$ cat src/rtl/uart_pkg.sv
// ============================================================================
//  Module      : uart_pkg
//  Description : Shared definitions for the buffered UART transmitter:
//                parity-mode constants, FSM state encoding and the
//                clocks-per-bit divider calculation.
//  Revision    : 1.0 - initial release
// ============================================================================
`default_nettype none

package uart_pkg;

    // Parity modes selected by the PARITY parameter
    localparam int PAR_NONE = 0;
    localparam int PAR_ODD  = 1;
    localparam int PAR_EVEN = 2;

    // Transmit FSM state encoding
    typedef enum logic [2:0] {
        ST_IDLE   = 3'd0,
        ST_START  = 3'd1,
        ST_DATA   = 3'd2,
        ST_PARITY = 3'd3,
        ST_STOP   = 3'd4
    } tx_state_t;

    // Clocks per bit, rounded to nearest
    function automatic int calc_div(input int clk_hz, input int baud);
        return (clk_hz + baud / 2) / baud;
    endfunction

endpackage

`default_nettype wire

$ cat src/rtl/sync_fifo.sv
// ============================================================================
//  Module      : sync_fifo
//  Description : Single-clock FIFO with pointer-MSB full/empty detection,
//                occupancy output and registered read data that updates on
//                the pop edge. Synchronous active-low reset.
//  Revision    : 1.0 - initial release
// ============================================================================
`default_nettype none

module sync_fifo #(
    parameter int DATA_W = 8,
    parameter int DEPTH  = 16
) (
    input  logic                     Clk,
    input  logic                     Rst,
    input  logic                     i_fWr,
    input  logic [DATA_W-1:0]        i_WrData,
    input  logic                     i_fRd,
    output logic [DATA_W-1:0]        o_RdData,
    output logic                     o_fFull,
    output logic                     o_fEmpty,
    output logic [$clog2(DEPTH):0]   o_Level
);

    localparam int AW = $clog2(DEPTH);

    logic [DATA_W-1:0] r_mem [DEPTH];
    logic [AW:0]       r_wr_ptr;
    logic [AW:0]       r_rd_ptr;
    logic [DATA_W-1:0] r_rd_data;
    logic              w_wr_en;
    logic              w_rd_en;

    // Full/empty come from pre-edge pointers, so a write coinciding with a
    // pop from a full FIFO is still refused.
    assign o_fFull  = (r_wr_ptr[AW] != r_rd_ptr[AW]) &&
                      (r_wr_ptr[AW-1:0] == r_rd_ptr[AW-1:0]);
    assign o_fEmpty = (r_wr_ptr == r_rd_ptr);
    assign o_Level  = r_wr_ptr - r_rd_ptr;
    assign o_RdData = r_rd_data;

    assign w_wr_en  = i_fWr & ~o_fFull;
    assign w_rd_en  = i_fRd & ~o_fEmpty;

    // Storage array write port
    always_ff @(posedge Clk) begin
        if (w_wr_en) begin
            r_mem[r_wr_ptr[AW-1:0]] <= i_WrData;
        end
    end

    // Pointer update and registered head capture on pop
    always_ff @(posedge Clk) begin
        if (!Rst) begin
            r_wr_ptr  <= '0;
            r_rd_ptr  <= '0;
            r_rd_data <= '0;
        end else begin
            if (w_wr_en) begin
                r_wr_ptr <= r_wr_ptr + 1'b1;
            end
            if (w_rd_en) begin
                r_rd_ptr  <= r_rd_ptr + 1'b1;
                r_rd_data <= r_mem[r_rd_ptr[AW-1:0]];
            end
        end
    end

endmodule

`default_nettype wire

$ cat src/rtl/uart_tx_buf.sv
// ============================================================================
//  Module      : uart_tx_buf
//  Description : Buffered, parametrised UART transmitter. Words written into
//                an internal FIFO are serialised back-to-back on o_Tx with
//                configurable data width, parity and stop bits.
//                Optional macro UART_TX_BREAK_EN adds i_fBreak, which holds
//                the line low while idle and suspends FIFO draining.
//  Revision    : 1.0 - initial release
// ============================================================================
`default_nettype none

module uart_tx_buf
    import uart_pkg::*;
#(
    parameter int CLK_HZ     = 50000000,
    parameter int BAUD       = 115200,
    parameter int DATA_W     = 8,
    parameter int PARITY     = 0,
    parameter int STOP_BITS  = 1,
    parameter int FIFO_DEPTH = 16
) (
    input  logic                          Clk,
    input  logic                          Rst,
    input  logic                          i_fWr,
    input  logic [DATA_W-1:0]             i_Data,
`ifdef UART_TX_BREAK_EN
    input  logic                          i_fBreak,
`endif
    output logic                          o_fFull,
    output logic                          o_fEmpty,
    output logic [$clog2(FIFO_DEPTH):0]   o_Level,
    output logic                          o_fOvf,
    output logic                          o_fBusy,
    output logic                          o_fDone,
    output logic                          o_Tx
);

    localparam int c_DIV = calc_div(CLK_HZ, BAUD);
    localparam int c_CW  = $clog2(c_DIV);
    localparam int c_BW  = $clog2(DATA_W);

    tx_state_t         r_state;
    tx_state_t         w_state_nxt;
    logic [c_CW-1:0]   r_cnt;
    logic [c_BW-1:0]   r_bit;
    logic [DATA_W-1:0] r_shift;
    logic              r_par;
    logic              r_tx;
    logic              r_done;
    logic              r_ovf;

    logic              w_pop;
    logic              w_tx;
    logic              w_done;
    logic              w_bit_end;
    logic              w_data_last;
    logic              w_stop_last;
    logic              w_fifo_full;
    logic              w_fifo_empty;
    logic [DATA_W-1:0] w_fifo_data;
    logic              w_brk_tx;
    logic              w_drain_ok;

    sync_fifo #(
        .DATA_W (DATA_W),
        .DEPTH  (FIFO_DEPTH)
    ) u_fifo (
        .Clk      (Clk),
        .Rst      (Rst),
        .i_fWr    (i_fWr),
        .i_WrData (i_Data),
        .i_fRd    (w_pop),
        .o_RdData (w_fifo_data),
        .o_fFull  (w_fifo_full),
        .o_fEmpty (w_fifo_empty),
        .o_Level  (o_Level)
    );

`ifdef UART_TX_BREAK_EN
    logic r_brk;

    // Delayed break so draining restarts one cycle after the line is released
    always_ff @(posedge Clk) begin
        if (!Rst) begin
            r_brk <= 1'b0;
        end else begin
            r_brk <= i_fBreak;
        end
    end

    assign w_brk_tx   = i_fBreak;
    assign w_drain_ok = ~i_fBreak & ~r_brk;
`else
    assign w_brk_tx   = 1'b0;
    assign w_drain_ok = 1'b1;
`endif

    assign w_bit_end   = (r_cnt == c_CW'(c_DIV - 1));
    assign w_data_last = (r_bit == c_BW'(DATA_W - 1));
    assign w_stop_last = (r_bit == c_BW'(STOP_BITS - 1));

    assign o_fFull  = w_fifo_full;
    assign o_fEmpty = w_fifo_empty;
    assign o_fOvf   = r_ovf;
    assign o_fBusy  = (r_state != ST_IDLE);
    assign o_fDone  = r_done;
    assign o_Tx     = r_tx;

    // FSM state register
    always_ff @(posedge Clk) begin
        if (!Rst) begin
            r_state <= ST_IDLE;
        end else begin
            r_state <= w_state_nxt;
        end
    end

    // Next-state, pop request and line level for the current state
    always_comb begin
        w_state_nxt = r_state;
        w_pop       = 1'b0;
        w_tx        = 1'b1;
        w_done      = 1'b0;
        case (r_state)
            ST_IDLE: begin
                w_tx = ~w_brk_tx;
                if (!w_fifo_empty && w_drain_ok) begin
                    w_pop       = 1'b1;
                    w_state_nxt = ST_START;
                end
            end
            ST_START: begin
                w_tx = 1'b0;
                if (w_bit_end) begin
                    w_state_nxt = ST_DATA;
                end
            end
            ST_DATA: begin
                w_tx = r_shift[0];
                if (w_bit_end && w_data_last) begin
                    w_state_nxt = (PARITY != PAR_NONE) ? ST_PARITY : ST_STOP;
                end
            end
            ST_PARITY: begin
                w_tx = r_par;
                if (w_bit_end) begin
                    w_state_nxt = ST_STOP;
                end
            end
            ST_STOP: begin
                w_tx = 1'b1;
                if (w_bit_end && w_stop_last) begin
                    w_done      = 1'b1;
                    w_state_nxt = ST_IDLE;
                end
            end
            default: begin
                w_state_nxt = ST_IDLE;
            end
        endcase
    end

    // Bit timer, bit counter, shift register and parity bit
    always_ff @(posedge Clk) begin
        if (!Rst) begin
            r_cnt   <= '0;
            r_bit   <= '0;
            r_shift <= '0;
            r_par   <= 1'b0;
        end else begin
            if (r_state == ST_IDLE || w_bit_end) begin
                r_cnt <= '0;
            end else begin
                r_cnt <= r_cnt + 1'b1;
            end

            if (r_state != w_state_nxt) begin
                r_bit <= '0;
            end else if (w_bit_end && (r_state == ST_DATA || r_state == ST_STOP)) begin
                r_bit <= r_bit + 1'b1;
            end

            // The popped word sits in the FIFO read register through START
            if (r_state == ST_START && w_bit_end) begin
                r_shift <= w_fifo_data;
                r_par   <= (PARITY == PAR_ODD) ? ~(^w_fifo_data) : ^w_fifo_data;
            end else if (r_state == ST_DATA && w_bit_end) begin
                r_shift <= {1'b0, r_shift[DATA_W-1:1]};
            end
        end
    end

    // Registered line, done pulse and overflow pulse
    always_ff @(posedge Clk) begin
        if (!Rst) begin
            r_tx   <= 1'b1;
            r_done <= 1'b0;
            r_ovf  <= 1'b0;
        end else begin
            r_tx   <= w_tx;
            r_done <= w_done;
            r_ovf  <= i_fWr & w_fifo_full;
        end
    end

endmodule

`default_nettype wire

$ cat config.mk
export PLATFORM = sky130hd
export DESIGN_NAME = uart_tx_buf
export DESIGN_NICKNAME = d
export VERILOG_FILES = /design/src/rtl/uart_pkg.sv /design/src/rtl/sync_fifo.sv /design/src/rtl/uart_tx_buf.sv
export SDC_FILE = /design/constraint.sdc
export NUM_CORES = 1
export LEC_CHECK = 0
export ABC_CLOCK_PERIOD_IN_PS = 2350
export CAP_MARGIN = 20
export CORE_MARGIN = 2
export CORE_UTILIZATION = 55
export CTS_CLUSTER_SIZE = 8
export DETAILED_ROUTE_END_ITERATION = 10
export PLACE_DENSITY = 0.8
export REMOVE_ABC_BUFFERS = 1
export SYNTH_ARGS = -nofsm -noshare
export SYNTH_HDL_FRONTEND = slang
export SYNTH_HIERARCHICAL = 1
export SYNTH_SLANG_ARGS = --single-unit
$ cat constraint.sdc
create_clock -name Clk -period 2.35 [get_ports Clk]
set_input_delay 0.235 -clock Clk [delete_from_list [all_inputs] [get_ports Clk]]
set_output_delay 0.235 -clock Clk [all_outputs]
set_load 0.02 [all_outputs]
== Word-level counts from Yosys, hierarchy flattened ==
Memory sizes are Yosys's and may differ from the RTL's. A register that Yosys moved wholly into a read port is not among the register bits.
Cells that the tools add are included.

* Register bits after elaboration: 37
* Bits in writable memories: 128
* Bits of input ports: 11
* Output and inout bits: 11
* Logic and storage cells: 63
* Memories: 1

* $add $sub $neg: 5
* Eq/ne operators: 10
* Mux-type cells: 14
* Bitwise gates (word level): 6
* Reduce and logical (&&, ||, !) cells: 17

{| class="wikitable"
|+ Memories
! name !! depth !! bits a word !! read ports !! clocked after Yosys merged registers in !! wr ports !! RTL line !! text
|-
| u_fifo.r_mem || 16 || 8 || 1 || 1 || 1 || sync_fifo.sv:27 || <nowiki>logic [DATA_W-1:0] r_mem [DEPTH];</nowiki>
|}

{| class="wikitable"
|+ Operators with widths
! operator !! count
|-
| 2-to-1 mux 8 bit || 2
|-
| 2-to-1 mux 3 bit || 5
|-
| one-hot mux 3 bit (5 select lines) || 1
|-
| adder 5 x 1 -> 5 bit, second input constant || 2
|-
| adder 9 x 1 -> 9 bit, second input constant || 1
|-
| == test 9 bit, second input constant || 1
|-
| parity 8 bit || 1
|-
| == test 3 x 2 -> 1 bit, second input constant || 2
|-
| == test 3 bit, second input constant || 2
|-
| logical AND 1 bit || 6
|-
| logical NOT 3 bit || 2
|-
| == test 5 bit || 1
|-
| 2-to-1 mux 1 bit || 5
|-
| subtractor 5 bit || 1
|-
| == test 4 bit || 1
|-
| OR reduction 2 bit || 2
|-
| adder 3 x 1 -> 3 bit, second input constant || 1
|-
| AND 1 bit || 3
|-
| == test 3 x 1 -> 1 bit, second input constant || 1
|-
| != test 3 bit || 1
|-
| inverter 1 bit || 3
|-
| one-hot mux 1 bit (3 select lines) || 1
|-
| nonzero test 3 bit || 1
|-
| logical OR 1 bit || 2
|-
| other kinds (4) || 4
|}

== Logic depth before layout (Yosys ltp) ==
* Word-level depth: 6
* Mapped depth: 11

== Modules after synthesis ==
Netlist, hierarchy kept.

{| class="wikitable"
|+ Modules (own cells, without submodules)
! module !! times used !! cells each !! area an instance (sq um)
|-
| sync_fifo || 1 || 364 || 5940.7
|-
| uart_tx_buf || 1 || 146 || 1407.6
|}

== Least setup slack after synthesis ==
No wires, ideal clock.

* Path kind: register to register
* From: register u_fifo.r_rd_ptr[1]
* To: memory u_fifo.r_mem[0][0] (enable)
* Setup time: 383 ps
* Arrival time: 2216 ps
* Slack: -249 ps
* Cell stages (with the launch flop): 9
* Clock period less this slack: 2599 ps
* Cells stage by stage: dfxtp_1 buf_6 buf_6 inv_1 ha_1 nand4_2 o21a_1 nand2_1 nor3_1

* Word-level cells in the longest chain between the ends: 6

{| class="wikitable"
|+ Ends and longest elaborated chain
! item !! RTL line !! text
|-
| start: declaration || sync_fifo.sv:29 || <nowiki>logic [AW:0] r_rd_ptr;</nowiki>
|-
| start signal: assignment || sync_fifo.sv:63 || <nowiki>r_rd_ptr <= r_rd_ptr + 1'b1;</nowiki>
|-
| == test 4 bit || sync_fifo.sv:37 || <nowiki>(r_wr_ptr[AW-1:0] == r_rd_ptr[AW-1:0]);</nowiki>
|-
| logical AND 1 bit || sync_fifo.sv:36 || <nowiki>assign o_fFull = (r_wr_ptr[AW] != r_rd_ptr[AW]) &&</nowiki>
|-
| inverter 1 bit || sync_fifo.sv:42 || <nowiki>assign w_wr_en = i_fWr & ~o_fFull;</nowiki>
|-
| AND 1 bit || sync_fifo.sv:42 ||
|-
| 2-to-1 mux 1 bit || sync_fifo.sv:47 || <nowiki>if (w_wr_en) begin</nowiki>
|-
| 2-to-1 mux 1 bit (implied by the code) || sync_fifo.sv:48 || <nowiki>r_mem[r_wr_ptr[AW-1:0]] <= i_WrData;</nowiki>
|-
| end: declaration || sync_fifo.sv:27 ||
|}

No other way between the ends.

== Worst setup path after layout ==
* From: register r_state[0]
* To: output o_fBusy

* Word-level cells in the longest chain between the ends: 1

{| class="wikitable"
|+ Ends and longest elaborated chain
! item !! RTL line !! text
|-
| start: declaration || uart_tx_buf.sv:42 || <nowiki>tx_state_t r_state;</nowiki>
|-
| start signal: assignment || uart_tx_buf.sv:114 || <nowiki>r_state <= w_state_nxt;</nowiki>
|-
| nonzero test 3 bit || uart_tx_buf.sv:105 || <nowiki>assign o_fBusy = (r_state != ST_IDLE);</nowiki>
|-
| end: declaration || uart_tx_buf.sv:33 || <nowiki>output logic o_fBusy,</nowiki>
|}

No other way between the ends.

==> impl_metrics.yaml <==
cells_and_area:
  syn_to_final_growth_pct: 13.7
  final_cell_mix: "128 x edfxtp_1, 60 x mux2i_1, 53 x nor2_1"
  utilization_pct: 63.6
  instances_no_fill: 742
  final_layout_size_suffix_gt1_share_pct: 14.5
  antenna_cells: 0
  fin_nets: 579
  fillerInstances: 952
  final_common_cell: "edfxtp_1"
clock_tree:
  cts_max_level: 4
  cts_buffers: 17
  clk_pin_slew_ps: 60
  cts_setup_buffers: 0
  clk_latency_ps: 430
  clock_path_buffers: 2
  clock-sinks: 173
  cts_tree: "yes"
  cts.hold.buffers_added: 0
  cts_root_buffer: "clkbuf_16"
global_route:
  grtUsageTotal_pct: 20.5
  grt_pass1_wl_mm: 22.1
  grt_pass1_vias: 4227
  antenna_found_initial: 0
  grt_overflow: 0
  grt_max_degree: 31
sta:
  finalSetupViolCount: 0
  fin_skew_ps: 8.27
  rsz0062_at_grt: "false"
  slew_headroom_pct: 47.2
  slew_violations: 0
  hold_viol: 0
  min_period_ps: 2240
  worstMarginPinSlew_ps: 789
  post-route-period-util_pct: 95.2
  max_freq_mhz: 447
worst_hold_path:
  min-delay-start: "r_shift[7]"
  holdCritPathClass: "reg -> reg"
  holdPathStages: 2
  hold_end: "r_shift[7]"
yosys:
  synthDistinctLibCells: 58
  synth.area.mux_share_pct: 10.6
  postSynth.asyncResetShare_pct: 0
  ys_seq_area_share_pct: 64.6
  synth_xor_area_share_pct: 3.20
  synth_top_family_by_area: "multiplexers"
  synth-simple-area-share_pct: 8.38
  synth_area_sq_um: 7350
  synth-compound-area-share_pct: 7.41
  syn-mean-instance-area_sq_um: 14.4
  yosys_warnings: 6
  synth-seq-cells: 173
  syn_inst: 510
  yosys_most_used_dff: "edfxtp_1"
  synth_edf_count: 128
  synth-adder-area-share_pct: 2.66
die:
  start_util_pct: 55.9
  rows: 42
  die_x_um: 120
  die_area_sq_um: 14300
  die_h_um: 120
  ios: 22
  core_sq_um: 13100
pwr:
  pwr-share-comb_pct: 17.3
  internal-power_uw: 5390
  power_uw: 7360
  p_leak_uw: 0.00275
  clockPowerShare_pct: 35.2
  power_switching_uw: 1970
  peakVddDrop_uv: 566
  seqPwrFrac_pct: 47.5
  swShare_pct: 26.8
  p_per_area_nw_per_um2: 881
worst_setup_path:
  worstSetupStartpointType: "flip-flop"
  path_class: "reg -> out"
  r2r_cells: 9
  r2r-start: "u_fifo/r_rd_ptr[3]"
  cp.arrival_ps: 2000
  worst-path-max-fanout: 14
  crit_required_ps: 2120
  reg2reg_setup_slack_ps: 230
  r2r-end: "u_fifo/o_RdData[6]"
  critPathCaptureType: "primary output"
placement:
  io_buffers: 21
  dp.cells: 710
  gp_congestion: 0.814
  detailed_place_hpwl_mm: 9.40
drt:
  first_pass_iters: 7
  wl_met3_um: 747
  wl_mm: 14.0
  drc: 0
  drtAntennaViolNets: 0
  via_count: 4353
  wl_per_cell_um: 18.8
  drtIter0Drc: 350
  via_per_inst: 5.87
  route.met2.wl_mm: 6.87
  highest_layer: "met4"
  wl_met1_mm: 5.97
run_status:
  outcome: "completed"
run:
  maxCapViolCount: 0
## state kept, by name, indices dropped and copies added, names as in the netlist
signal,cells
o_Tx,1
r_state,3
r_par,1
o_fDone,1
u_fifo/r_rd_ptr,5
u_fifo/r_mem,128
r_cnt,9
r_bit,3
o_fOvf,1
u_fifo/o_RdData,8
u_fifo/r_wr_ptr,5
r_shift,8
## cells by family (layout without fill, tap and decap cells)
family,Yosys count,count (layout)
XOR/XNOR,26,26
adder cells (fa/ha/maj),15,15
AO/OA/AOI/OAI,79,79
flip-flops,173,173
multiplexers,68,68
buffers and inverters,37,93
AND/OR/NAND/NOR,112,112
## stage by stage
stage | hold slack, ps | setup TNS [ps] | instance area [sq um] | setup WS [ps]
floorplan | 334 | -107660 | 7170 | -949
global placement | 462 | 0 | 7790 | 71.7
detailed placement | 477 | 0 | 7790 | 39.0
CTS | 487 | -132 | 8340 | -132
global route | 497 | 0 | 8350 | 25.4
finish | 494 | 0 | 8350 | 114
## critical path: stages, from the launching register on
cell	delay, ps
dfxtp_1	730
or3_1	240
clkdlybuf4s50_1	610
## what timing repair did
action / in CTS / in global routing
gates resized for setup: 8 / 11
gates cloned: 0 / 0
endpoints found under the setup margin: 6 / 13
## power by group through the flow
| stage | clock, uW | sequential, uW | combinational (uW) |
|---|---|---|---|
| 2_1_floorplan | 0 | 3610 | 766 |
| 5_1_grt | 2750 | 3510 | 1370 |
| 6_report | 2590 | 3500 | 1270 |
| 4_1_cts | 2630 | 3500 | 1250 |
| 3_5_place_dp | 0 | 3560 | 1270 |
| 3_3_place_gp | 0 | 3550 | 1220 |
## cells in the mapped netlist, types with 3 or more instances
master,number,area [sq um]
edfxtp_1,128,3840
mux2i_1,60,601
nor2_1,54,203
dfxtp_1,45,901
o21ai_0,16,80.1
o22ai_1,16,100
ha_1,14,175
xnor2_1,14,123
inv_1,13,48.8
xor2_1,11,96.3
a21oi_1,10,50.1
a31oi_1,9,56.3
nand2_1,9,33.8
a221oi_1,8,70.1
mux4_2,8,180
a211oi_1,7,52.6
nor3_1,7,35.0
buf_2,6,30.0
buf_4,6,45.0
nand3_1,6,30.0
buf_6,5,56.3
nand2b_1,5,31.3
a21o_1,3,22.5
and3_1,3,18.8
nor4_1,3,18.8
## worst max-delay path by stage
stage / startpoint / to / slack [ps] / cells after the start
global placement: u_fifo/r_wr_ptr[0] / o_Level[4] / 70 / 8
detailed placement: u_fifo/r_wr_ptr[0] / o_Level[4] / 40 / 8
global route: u_fifo/r_wr_ptr[0] / o_Level[4] / 30 / 8
CTS: u_fifo/r_wr_ptr[0] / o_Level[4] / -130 / 8
finish: r_state[0] / o_fBusy / 110 / 2
floorplan: u_fifo/r_rd_ptr[1] / u_fifo/r_mem[0][0] / -950 / 6
## per-layer routing
metal / vias up / GRT usage, %
met4: 0 / 9.85
met5: - / 0
met2: 140 / 32.9
met3: 25 / 4.66
li1: 2019 / -
met1: 2169 / 26.7
## area by class of cell
cell class / count / area (sq um) / area share [%]
Sequential cell: 173 / 4750 / 56.8
Multi-Input combinational cell: 300 / 2390 / 28.7
Clock buffer: 18 / 429 / 5.14
Timing Repair Buffer: 46 / 385 / 4.61
Tap cell: 176 / 220 / 2.64
Clock inverter: 14 / 123 / 1.47
Inverter: 15 / 56.3 / 0.674
(Power assumes the default switching activity.)
